File: src/rtl/local_injector.sv
// Local-port packet injector: serialises one header flit and PKT_FLITS-1 payload
// flits into the router's local input, paced by credit-based flow control.
module local_injector #(
    parameter int BUF_DEPTH = 8,
    parameter int PKT_FLITS = 4
) (
    input  logic                         clk,
    input  logic                         reset,
    input  logic                         pkt_valid_i,
    output logic                         pkt_ready_o,
    input  logic [15:0]                  pkt_dest_i,
    input  logic [16*(PKT_FLITS-1)-1:0]  pkt_payload_i,
    output logic [15:0]                  flit_data_o,
    output logic                         flit_valid_o,
    input  logic                         credit_i,
    output logic [3:0]                   credits_o,
    output logic                         busy_o,
    output logic                         credit_err_o
);

    localparam int                IDX_W    = (PKT_FLITS > 1) ? $clog2(PKT_FLITS) : 1;
    localparam logic [IDX_W-1:0]  LAST_IDX = IDX_W'(PKT_FLITS - 1);
    localparam logic [3:0]        CRED_MAX = 4'(BUF_DEPTH);

    typedef enum logic {IDLE, SEND} state_e;

    state_e                         state_q, state_d;
    logic [IDX_W-1:0]               idx_q, idx_d;
    logic [3:0]                     credits_q, credits_d;
    logic                           flit_valid_q, flit_valid_d;
    logic [15:0]                    flit_data_q, flit_data_d;
    logic                           err_q, err_d;
    logic [15:0]                    dest_q, dest_d;
    logic [16*(PKT_FLITS-1)-1:0]    payload_q, payload_d;

    logic [PKT_FLITS-1:0][15:0]     flits;
    logic                           issue;

    // Flit 0 is the header; flit i is payload slice i-1.
    assign flits = {payload_q, dest_q};

    // A credit arriving this cycle is not counted until the next edge.
    assign issue = (state_q == SEND) && (credits_q != 4'd0);

    always_comb begin
        state_d      = state_q;
        idx_d        = idx_q;
        dest_d       = dest_q;
        payload_d    = payload_q;
        flit_data_d  = flit_data_q;
        flit_valid_d = issue;
        credits_d    = credits_q;
        err_d        = err_q;

        case (state_q)
            IDLE: begin
                if (pkt_valid_i) begin
                    dest_d    = pkt_dest_i;
                    payload_d = pkt_payload_i;
                    idx_d     = '0;
                    state_d   = SEND;
                end
            end
            SEND: begin
                if (issue) begin
                    flit_data_d = flits[idx_q];
                    idx_d       = idx_q + 1'b1;
                    if (idx_q == LAST_IDX) state_d = IDLE;
                end
            end
            default: state_d = IDLE;
        endcase

        case ({issue, credit_i})
            2'b10:   credits_d = credits_q - 4'd1;
            2'b01: begin
                if (credits_q == CRED_MAX) err_d = 1'b1;
                else                       credits_d = credits_q + 4'd1;
            end
            default: credits_d = credits_q;
        endcase
    end

    always_ff @(posedge clk or negedge reset) begin
        if (!reset) begin
            state_q      <= IDLE;
            idx_q        <= '0;
            credits_q    <= CRED_MAX;
            flit_valid_q <= 1'b0;
            flit_data_q  <= 16'h0000;
            err_q        <= 1'b0;
            dest_q       <= 16'h0000;
            payload_q    <= '0;
        end else begin
            state_q      <= state_d;
            idx_q        <= idx_d;
            credits_q    <= credits_d;
            flit_valid_q <= flit_valid_d;
            flit_data_q  <= flit_data_d;
            err_q        <= err_d;
            dest_q       <= dest_d;
            payload_q    <= payload_d;
        end
    end

    assign pkt_ready_o  = (state_q == IDLE);
    assign busy_o       = (state_q == SEND);
    assign flit_valid_o = flit_valid_q;
    assign flit_data_o  = flit_data_q;
    assign credits_o    = credits_q;
    assign credit_err_o = err_q;

endmodule
File: config.mk
export PLATFORM = sky130hd
export DESIGN_NAME = local_injector
export DESIGN_NICKNAME = d
export VERILOG_FILES = /design/src/rtl/local_injector.sv
export SDC_FILE = /design/constraint.sdc
export NUM_CORES = 1
export LEC_CHECK = 0
export ABC_AREA = 1
export CORE_MARGIN = 1
export CORE_UTILIZATION = 46
export CTS_BUF_LIST = sky130_fd_sc_hd__clkbuf_4 sky130_fd_sc_hd__clkbuf_8
export DETAILED_ROUTE_END_ITERATION = 10
export PLACE_DENSITY = 0.74
export SLEW_MARGIN = 20
export SYNTH_ARGS = -nofsm -noshare
export SYNTH_HDL_FRONTEND = slang
export SYNTH_SLANG_ARGS = --single-unit
export TNS_END_PERCENT = 10
File: constraint.sdc
create_clock -name clk -period 2.2 [get_ports clk]
set_clock_uncertainty 0.2 [all_clocks]
set_input_delay 0.22 -clock clk [delete_from_list [all_inputs] [get_ports clk]]
set_output_delay 0.22 -clock clk [all_outputs]
set_load 0.02 [all_outputs]
### Word-level counts from Yosys, hierarchy flattened

Index checks and enable logic that the tools add are counted.

* input bits: 68
* word-level logic and storage cells: 39
* output and inout port bits: 24
* flip-flop bits (word level): 89

* muxes and demuxes: 11
* reductions and logical operators: 8
* $lt $le $gt $ge: 1
* equal/unequal tests: 7
* add/sub/neg operators: 3
* bitwise gates (word level): 1

Operators by type and width (number)
* 16-bit binary-select mux with 2-bit select: 1
* 16-bit two-way mux: 1
* 2-bit AND reduction: 5
* 4-bit one-hot mux with 2 select lines: 1
* 4-bit by 1-bit adder with 4-bit output (second input constant): 1
* 2-bit equality test (second input constant): 2
* 4-bit equality test (second input constant): 1
* 2-bit two-way mux: 2
* 4-bit two-way mux: 1
* 2-bit != test (second input constant): 2
* 2-bit one-hot mux with 2 select lines: 1
* 4-bit nonzero test: 1
* 4-bit by 1-bit subtractor with 4-bit output (second input constant): 1
* 2-bit by 3-bit < comparator with 1-bit output (second input constant): 1
* 1-bit two-way mux: 3
* 2-bit by 1-bit adder with 2-bit output (second input constant): 1
* 2-bit by 1-bit equality test with 1-bit output (second input constant): 1
* 2-bit by 1-bit != test with 1-bit output (second input constant): 1
* 1-bit one-hot mux with 2 select lines: 1
* 2-bit nonzero test: 1
* 1-bit logical AND: 1
* 1-bit inverter: 1

### Logic depth before layout (Yosys ltp)

Gate-level depths: netlist of run 1.

* depth after elaboration: 5
* depth in mapped cells: 13
* gate-level depth less buffers: 13

### Worst setup path after synthesis of run 1

OpenSTA, ideal clock, no wires.

* path kind: reg2reg
* start: reg credits_q[1], in the netlist credits_o[1]
* end: reg credits_q[3], in the netlist credits_o[3]
* stages on the path, launching flop included: 14
* path buffers: 0
* period minus slack after synthesis: 2.063 ns
* data arrival time: 1.787 ns
* setup time: 0.076 ns
* setup slack: 0.137 ns
* required time: 1.924 ns
* cell sequence: dfrtp_1 nor2_2 nand2_1 nand2_2 nand2_1 ha_1 nand2_1 nand2_1 nor2_1 inv_1 nand2_1 nand3_1 nand2_1 nand2_1

* cells in the longest elaborated chain, start to end: 5

RTL lines
* from (decl): RTL line 29 `logic [3:0] credits_q, credits_d;`
* from (signal assigned): RTL line 97 `credits_q <= credits_d;`
* branches (longest 5 deep; another with 4-bit by 1-bit adder with 4-bit output)

Several ways; the timed one is not identified. The select of a mux whose other input is x is not followed.
A chain may end at the register's enable or synchronous reset.

### Worst setup path in the final report of run 1

* start: reg credits_q[0], in the netlist credits_o[0]
* end: reg credits_q[3], in the netlist credits_o[3]

Same word-level chain as after synthesis.

==> results of run 1 <==
[worst max path at each step]
stage	end	slack, ns	cells past startpoint
after floorplan	credits_o[3]	0.14	13
after global placement	credits_o[3]	0.17	11
after detailed placement	credits_o[3]	0.07	11
after CTS	credits_o[3]	0.06	13
after global routing	credits_o[3]	0.04	12
final	credits_o[3]	0.16	13
[cells by family (layout without fill, tap and decap cells)]
family / count (synthesis) / after routing / synth area share [%]
multiplexers: 35 / 35 / 9.92
XOR/XNOR: 2 / 2 / 0.441
buffers and inverters: 62 / 156 / 8.12
flip-flops: 89 / 89 / 56.1
adder cells (fa/ha/maj): 4 / 4 / 1.45
AND/OR/NAND/NOR: 93 / 93 / 9.35
AO/OA/AOI/OAI: 98 / 98 / 14.7
[per-layer routing]
layer / vias to the layer above / global-route usage [%] / wire length, um
li1: 1456 / - / -
met1: 1417 / 26.7 / 3730
met2: 79 / 30.5 / 3820
met3: 12 / 5.31 / 520
met4: 0 / 7.45 / 142
met5: - / 0 / 0
[where the power goes]
group / total, uW / leakage [uW] / internal [uW] / switching (uW)
registers: 3000 / 0.00101 / 2470 / 530
logic: 3190 / 0.00119 / 1530 / 1660
clock network: 1250 / 0.000114 / 699 / 549
total: 7430 / 0.00231 / 4690 / 2740
[final cells by class]
type | count | share of cell area [%]
clock buffers | 12 | 2.93
well taps | 105 | 2.52
clock inverters | 4 | 1.47
multi-input cells | 232 | 27.7
flip-flops and latches | 89 | 42.8
repair buffers | 101 | 19.7
inverters | 39 | 2.86
[synthesized netlist by cell type (all sizes together)]
| master | n |
|---|---|
| buf | 20 |
| dfstp | 1 |
| nand3b | 1 |
| nand4 | 1 |
| o211ai | 13 |
| nand2 | 31 |
| clkbuf | 3 |
| ha | 3 |
| dfrtp | 88 |
| nor2 | 55 |
| a21oi | 45 |
| a31oi | 16 |
| fa | 1 |
| xor2 | 2 |
| o21ai | 23 |
| o21bai | 1 |
| inv | 39 |
| nand3 | 5 |
| mux2 | 35 |
[through the flow]
step / total power (uW) / instance area [um^2] / setup slack [ns] / util, % / hold slack [ns]
after floorplan: 5150 / 3980 / 0.137 / - / -0.276
after global placement: 6050 / 4950 / 0.171 / 59.7 / -0.0730
after detailed placement: 6210 / 4950 / 0.0691 / 59.7 / -0.0712
after CTS: 7470 / 5190 / 0.0613 / 62.6 / 0.0884
after global routing: 8020 / 5210 / 0.0410 / 62.7 / 0.110
final: 7430 / 5210 / 0.159 / 62.7 / 0.101
[registers in the layout, summed over array words and instances (netlist names)]
| signal | cells |
|---|---|
| dest_q | 16 |
| busy_o | 1 |
| flit_data_o | 16 |
| idx_q | 2 |
| payload_q | 48 |
| flit_valid_o | 1 |
| credit_err_o | 1 |
| credits_o | 4 |
[repair_timing]
action,in CTS,in global routing
gates resized for setup,0,3
endpoints found under the setup margin,0,1
hold buffers,1,0
hold endpoints to repair,88,0
setup buffers,0,0
[worst max-delay path, stage by stage, from the launching register on]
cell and delay, ns:
dfrtp_1 0.47, nor2_2 0.13, nand2_1 0.09, nand2_2 0.09, nand2_2 0.12, ha_1 0.30
nand2_1 0.06, nor2_1 0.04, nor2_1 0.15, inv_1 0.06, nand2_1 0.08, nand3_1 0.08
nand2_1 0.06, nand2_1 0.04
==> impl_metrics.tcl, run 1 <==
set metrics [dict create \
    worstSetupStartpoint "credits_o[0]" \
    grt_pass1_wl_mm 13.6 \
    rrSetupSlack_ns 0.16 \
    regToRegStartpoint "credits_o[0]" \
    syn_nets 455 \
    die-area_um2 9020 \
    worst_pin_slew_ns 0.593 \
    hold_viol 0 \
    portBuffers 91 \
    dieHeight_um 95.0 \
    synth-seq-cells 89 \
    final-max-slew-violation-count 0 \
    syn-cell-area_um2 3980 \
    min_period_ns 2.04 \
    num_rows 33 \
    cts_sinks 89 \
    vias 2964 \
    slew_headroom_pct 60.5 \
    cap_violations 0 \
    rr_endpoint "credits_o[3]" \
    ys_warn_count 0 \
    multi_input_area_um2 1440 \
    grt_overflow_total 0 \
    yosysUniqueCellTypes 29 \
    dp_cells 565 \
    layout-drive-gt1-share_pct 17.2 \
    grt_pass1_vias 2917 \
    grt_start_max_net_pins 52 \
    antenna_found_initial 0 \
    ff_latch_area_um2 2230 \
    yosysSeqAreaShare_pct 56.1 \
    cts_inserted_buffers 9 \
    initialDrtViolationCount 121 \
    layout_commonest_cell "clkdlybuf4s50_1" \
    top_level_ports 92 \
    instances_no_fill 582 \
    initial_utilization_pct 47.9 \
    min_path_type "in2async" \
    cp_data_required_time_ns 2.27 \
    n_fill_cell 653 \
    finalSetupViolCount 0 \
    hpwl_mm 5.72 \
    num-nets-final 544 \
    routabilityCongestion 0.796 \
    critical_path_arrival_ns 2.11 \
    die_w_um 95.0 \
    cts_tree "done" \
    cts_max_level 3 \
    yosys.area.top_type "dfrtp_1" \
    wirelength_mm 8.22 \
    path_class "reg2reg" \
    wl_per_cell_um 14.1 \
    clock_tree.root_cell "clkbuf_8" \
    antenna_cells 0 \
    peakVddDrop_mv 0.763 \
    fp.coreArea_um2 8300 \
    startpoint_type "register" \
    fin_crit_sh_pct 92.8 \
    worst-path-max-fanout 5 \
    firstDrtPassIters 4 \
    final_cell_mix "90 x clkdlybuf4s50_1, 86 x dfrtp_1, 54 x nor2_1" \
    status "finished, final reports clean" \
    p_leak_uw 0.00231 \
    ff2ff_path_depth 13 \
    rsz0062_at_grt "false" \
    clk_path_buf_depth 2 \
    clock.fmax_mhz 490 \
    fin_tns_setup_ns 0 \
    insertion_delay_ns 0.34 \
    powerDensity_nw_per_um2 1430 \
    yosys.area.top_type_share_pct 55.4 \
    grtUsageTotal_pct 19.8 \
    synth.avg_cell_area_um2 10.4 \
    drc 0 \
    synth_area_leaders "dfrtp_1 55%, mux2_2 9.9%, nor2_1 5.1%" \
    postRouteAntennaNets 0 \
    syn2layout_area_growth_pct 31.0 \
    synthCells 383 \
    clk_pin_slew_ns 0.09 \
    vias_per_cell 5.09 \
    cp-end-kind "register" \
]
Power figures use the tool's default switching activity.
==> run 2, diff against run 1 <==
--- a/config.mk
+++ b/config.mk
@@ -10,6 +10,7 @@
 export CORE_UTILIZATION = 46
 export CTS_BUF_LIST = sky130_fd_sc_hd__clkbuf_4 sky130_fd_sc_hd__clkbuf_8
 export DETAILED_ROUTE_END_ITERATION = 10
+export HOLD_SLACK_MARGIN = 0.12
 export PLACE_DENSITY = 0.74
 export SLEW_MARGIN = 20
 export SYNTH_ARGS = -nofsm -noshare
==> run 2 against run 1 <==
Combinational power about the same. Count of clock-buffer cells in the layout is the same. Global-route usage up 0.16 points. Setup slack barely moved. Fmax is essentially flat. Final cell count up 0.17%.
==> impl_metrics.tcl, run 2 (synthesized netlist as in run 1, its figures left out) <==
set metrics [dict create \
    status "finished, final reports clean" \
    syn2layout_area_growth_pct 31.3 \
    cts_sinks 89 \
    power_frac_clock_pct 16.8 \
    worst_pin_slew_ns 0.915 \
    layout_commonest_cell "clkdlybuf4s50_1" \
    die-area_um2 9020 \
    initialDrtViolationCount 122 \
    hold_viol 0 \
    fp.coreArea_um2 8300 \
    dp_cells 565 \
    initial_utilization_pct 47.9 \
    cts_tree "done" \
    clk_pin_slew_ns 0.09 \
    critical_path_arrival_ns 2.12 \
    portBuffers 91 \
    routabilityCongestion 0.796 \
    finalSetupViolCount 0 \
    vias_per_cell 5.12 \
    intPower_uw 4700 \
    grt_overflow_total 0 \
    num_rows 33 \
    num-nets-final 545 \
    power_switching_uw 2740 \
    final_cell_mix "90 x clkdlybuf4s50_1, 86 x dfrtp_1, 54 x nor2_1" \
    min_period_ns 2.04 \
    hold_slack_ns 0.232 \
    die_w_um 95.0 \
    top_level_ports 92 \
    worst-path-max-fanout 5 \
    cp_data_required_time_ns 2.27 \
    clock.fmax_mhz 490 \
    drc 0 \
    postRouteAntennaNets 0 \
    vias 2984 \
    p_leak_uw 0.00231 \
    switching_share_pct 36.9 \
    path_class "reg2reg" \
    grt_start_max_net_pins 52 \
    grt_pass1_vias 2936 \
    dieHeight_um 95.0 \
    clock_tree.root_cell "clkbuf_8" \
    combPwrFrac_pct 42.9 \
    grtUsageTotal_pct 19.9 \
    fin_tns_setup_ns 0 \
    grt_pass1_wl_mm 13.7 \
    instances_no_fill 583 \
    cp-end-kind "register" \
    hpwl_mm 5.72 \
    insertion_delay_ns 0.34 \
    rsz0062_at_grt "false" \
    n_fill_cell 652 \
    antenna_found_initial 0 \
    cts_inserted_buffers 9 \
    final-max-slew-violation-count 0 \
    regMostFlops "payload_q" \
    min_path_type "in2async" \
    startpoint_type "register" \
    powerDensity_nw_per_um2 1430 \
    largest_reg_flops 48 \
    wl_per_cell_um 14.2 \
    p_seq_share_pct 40.3 \
    fin_crit_sh_pct 92.8 \
    cap_violations 0 \
    clk_path_buf_depth 2 \
    layout-drive-gt1-share_pct 17.2 \
    wirelength_mm 8.26 \
    peakVddDrop_mv 0.764 \
    slew_headroom_pct 38.8 \
    antenna_cells 0 \
    cts_max_level 3 \
    firstDrtPassIters 4 \
]
## run 2: worst max-delay path, stage by stage (launching register included)
cell and delay, ns:
dfrtp_1 0.47, nor2_2 0.13, nand2_1 0.09, nand2_2 0.09, nand2_2 0.12, ha_1 0.30
nand2_1 0.06, nor2_1 0.04, nor2_1 0.15, inv_1 0.06, nand2_1 0.08, nand3_1 0.08
nand2_1 0.06, nand2_1 0.04
## run 2: worst paths after layout
path	startpoint	slack [ns]	cells past startpoint	end
max	credits_o[0]	0.16	13	credits_o[3]
min	reset	0.23	3	payload_q[46]
max reg2reg	credits_o[0]	0.16	13	credits_o[3]
min reg2reg	credits_o[3]	0.30	2	credits_o[3]
max in group asynchronous	reset	0.29	3	payload_q[32]
min in group clk	pkt_payload_i[4]	0.25	3	payload_q[4]
## run 2: power groups by stage
| stage | Clock [uW] | Combinational (uW) | Sequential, uW |
|---|---|---|---|
| floorplan | 0 | 2100 | 3060 |
| global placement | 0 | 3070 | 2980 |
| detailed placement | 0 | 3190 | 3020 |
| CTS | 1280 | 3200 | 2990 |
| global route | 1350 | 3570 | 3110 |
| finish | 1250 | 3190 | 3000 |
## run 2: final cells by class
class | instances | area [um^2] | share of cell area (%)
multi-input combinational | 232 | 1440 | 27.7
inverter | 39 | 149 | 2.85
sequential | 89 | 2230 | 42.8
clock buffer | 12 | 153 | 2.93
tap | 105 | 131 | 2.52
timing repair buffer | 102 | 1030 | 19.8
clock inverter | 4 | 76.3 | 1.46
## run 2: layer usage
| metal | track usage (%) | vias up | routed length, um |
|---|---|---|---|
| met5 | 0 | - | 0 |
| met4 | 7.45 | 0 | 142 |
| met3 | 5.31 | 12 | 526 |
| met2 | 30.6 | 76 | 3810 |
| met1 | 27.0 | 1436 | 3780 |
| li1 | - | 1460 | - |
## run 2: repair_timing
action / in CTS / in global routing
setup buffers: 0 / 0
hold buffers: 2 / 0
gates resized for setup: 0 / 3
hold endpoints to repair: 88 / 0
endpoints found under the setup margin: 0 / 1
## run 2: stage by stage
stage | cell area [um^2] | total power [uW] | setup WS [ns] | utilization [%]
2_1_floorplan | 3980 | 5150 | 0.137 | -
3_3_place_gp | 4950 | 6050 | 0.171 | 59.7
3_5_place_dp | 4950 | 6210 | 0.0691 | 59.7
4_1_cts | 5200 | 7470 | 0.0613 | 62.7
5_1_grt | 5220 | 8030 | 0.0410 | 62.9
6_report | 5220 | 7440 | 0.159 | 62.9
==> run 3, diff against run 2 <==
--- a/config.mk
+++ b/config.mk
@@ -11,7 +11,7 @@
 export CTS_BUF_LIST = sky130_fd_sc_hd__clkbuf_4 sky130_fd_sc_hd__clkbuf_8
 export DETAILED_ROUTE_END_ITERATION = 10
 export HOLD_SLACK_MARGIN = 0.12
-export PLACE_DENSITY = 0.74
+export PLACE_DENSITY = 0.81
 export SLEW_MARGIN = 20
 export SYNTH_ARGS = -nofsm -noshare
 export SYNTH_HDL_FRONTEND = slang
==> run 3 against run 2 <==
Register-to-register slack worse by 0.02 ns. Non-clock buffer count is the same. Die area unchanged. Combinational power grew 2%. Sequential share of layout area grew 0.17 points. Total power is 0.59% lower. Worst hold slack got worse by 0.095 ns. Critical path depth unchanged. Global-route usage is 0.47 points higher. Final cell count unchanged. Highest routed layer unchanged. Core utilization is 0.18 points lower.
==> impl_metrics.tcl, run 3 (synthesized netlist as in run 1, its figures left out) <==
set metrics [dict create \
    status "finished, final reports clean" \
    critical_path_arrival_ns 2.14 \
    final-max-slew-violation-count 0 \
    routabilityCongestion 0.840 \
    crit_buf_inv 1 \
    cts_sinks 89 \
    hold_slack_ns 0.137 \
    cap_violations 0 \
    initial_utilization_pct 47.9 \
    die_w_um 95.0 \
    slowest_stage "dfrtp_2" \
    finalSetupViolCount 0 \
    grt_pass1_wl_mm 14.0 \
    largest_reg_flops 48 \
    num-nets-final 545 \
    finalCoreUtilization_pct 62.7 \
    worst-path-max-fanout 5 \
    cp_data_required_time_ns 2.28 \
    slew_headroom_pct 57.0 \
    clock_tree.root_cell "clkbuf_8" \
    cpPeakStageDelay_ns 0.46 \
    fin_tns_setup_ns 0 \
    vias_per_cell 5.10 \
    fp.coreArea_um2 8300 \
    path_class "reg2reg" \
    firstDrtPassIters 4 \
    wl_per_cell_um 14.6 \
    grt_pass1_vias 3067 \
    powerDensity_nw_per_um2 1420 \
    grt_start_max_net_pins 47 \
    layout_commonest_cell "clkdlybuf4s50_1" \
    grtUsageTotal_pct 20.4 \
    ff_latch_area_um2 2230 \
    postRouteAntennaNets 0 \
    cts_inserted_buffers 9 \
    crit_family "simple AND/OR/NAND/NOR gates" \
    startpoint_type "register" \
    initialDrtViolationCount 79 \
    n_fill_cell 682 \
    cp_common_cell "nand2_1" \
    fin_crit_sh_pct 93.8 \
    portBuffers 91 \
    final_cell_mix "90 x clkdlybuf4s50_1, 84 x dfrtp_1, 54 x nor2_1" \
    wirelength_mm 8.51 \
    layout-drive-gt1-share_pct 17.8 \
    peakVddDrop_mv 0.737 \
    hpwl_mm 6.08 \
    clk_path_buf_depth 2 \
    rsz0062_at_grt "false" \
    cts_tree "done" \
    clock.fmax_mhz 484 \
    syn2layout_area_growth_pct 30.9 \
    num_rows 33 \
    cp-end-kind "register" \
    worst_pin_slew_ns 0.645 \
    hold_viol 0 \
    clk_pin_slew_ns 0.09 \
    cts_max_level 3 \
    multi_input_area_um2 1450 \
    regMostFlops "payload_q" \
    grt_overflow_total 0 \
    antenna_cells 0 \
    worstPathCellList "nor2_4 > nand2_1 > nand2_2 > nand2_4 > ha_1 > nand2_1 > nor2_1 > nor2_1 > inv_1 > nand2_1 > nand3_1 > nand2_1 > nand2_1" \
    die-area_um2 9020 \
    antenna_found_initial 0 \
    insertion_delay_ns 0.35 \
    min_period_ns 2.06 \
    vias 2971 \
    drc 0 \
    min_path_type "in2async" \
    p_leak_uw 0.00231 \
    top_level_ports 92 \
    dieHeight_um 95.0 \
]
==> run 3: layout make-up <==
class | count | share of cell area, %
clock buffers | 10 | 2.65
repair buffers | 102 | 19.8
inverters | 39 | 2.86
well taps | 105 | 2.53
flip-flops and latches | 89 | 42.9
multi-input cells | 232 | 27.9
clock inverters | 6 | 1.27
==> run 3: timing repair <==
item                       CTS  global route
setup endpoints to repair    1             1
gates resized for setup      3             4
gates cloned                 0             0
hold buffers                 1             0
hold endpoints to repair    89             0
pin swaps                    0             1
buffers inserted             0             1
==> run 3: per-layer routing <==
metal | track usage, % | vias up | wire (um) | part of all wire, %
met5 | 0 | - | 0 | 0
li1 | - | 1454 | - | -
met2 | 34.3 | 80 | 4150 | 49
met1 | 24.5 | 1423 | 3670 | 43
met4 | 8.71 | 0 | 145 | 1.7
met3 | 5.64 | 14 | 544 | 6.4
==> run 3: where the power goes <==
part	internal, uW	total, uW	switching (uW)
clock network	560	1140	584
logic	1540	3260	1720
registers	2470	2990	520
==> run 3: through the flow <==
step                worst slack [ns]  cells  cell area (um^2)  power (uW)
global route                 0.00351    583              5200        7970
finish                         0.135    583              5200        7400
floorplan                      0.137    383              3980        5150
detailed placement           -0.0497    565              4950        6260
CTS                           0.0208    582              5180        7430
global placement               0.172    565              4950        6050
==> run 3: path summary, 6_finish.rpt <==
kind                            slack (ns)  cells after the start              start       endpoint
min in group clk                      0.24                      3  pkt_payload_i[32]  payload_q[32]
max in group asynchronous             1.06                      3              reset       idx_q[0]
worst min register to register        0.31                      1         dest_q[12]     dest_q[12]
worst max-delay path                  0.14                     13       credits_o[1]   credits_o[3]
worst max register to register        0.14                     13       credits_o[1]   credits_o[3]
worst min-delay path                  0.14                      2              reset   credits_o[2]
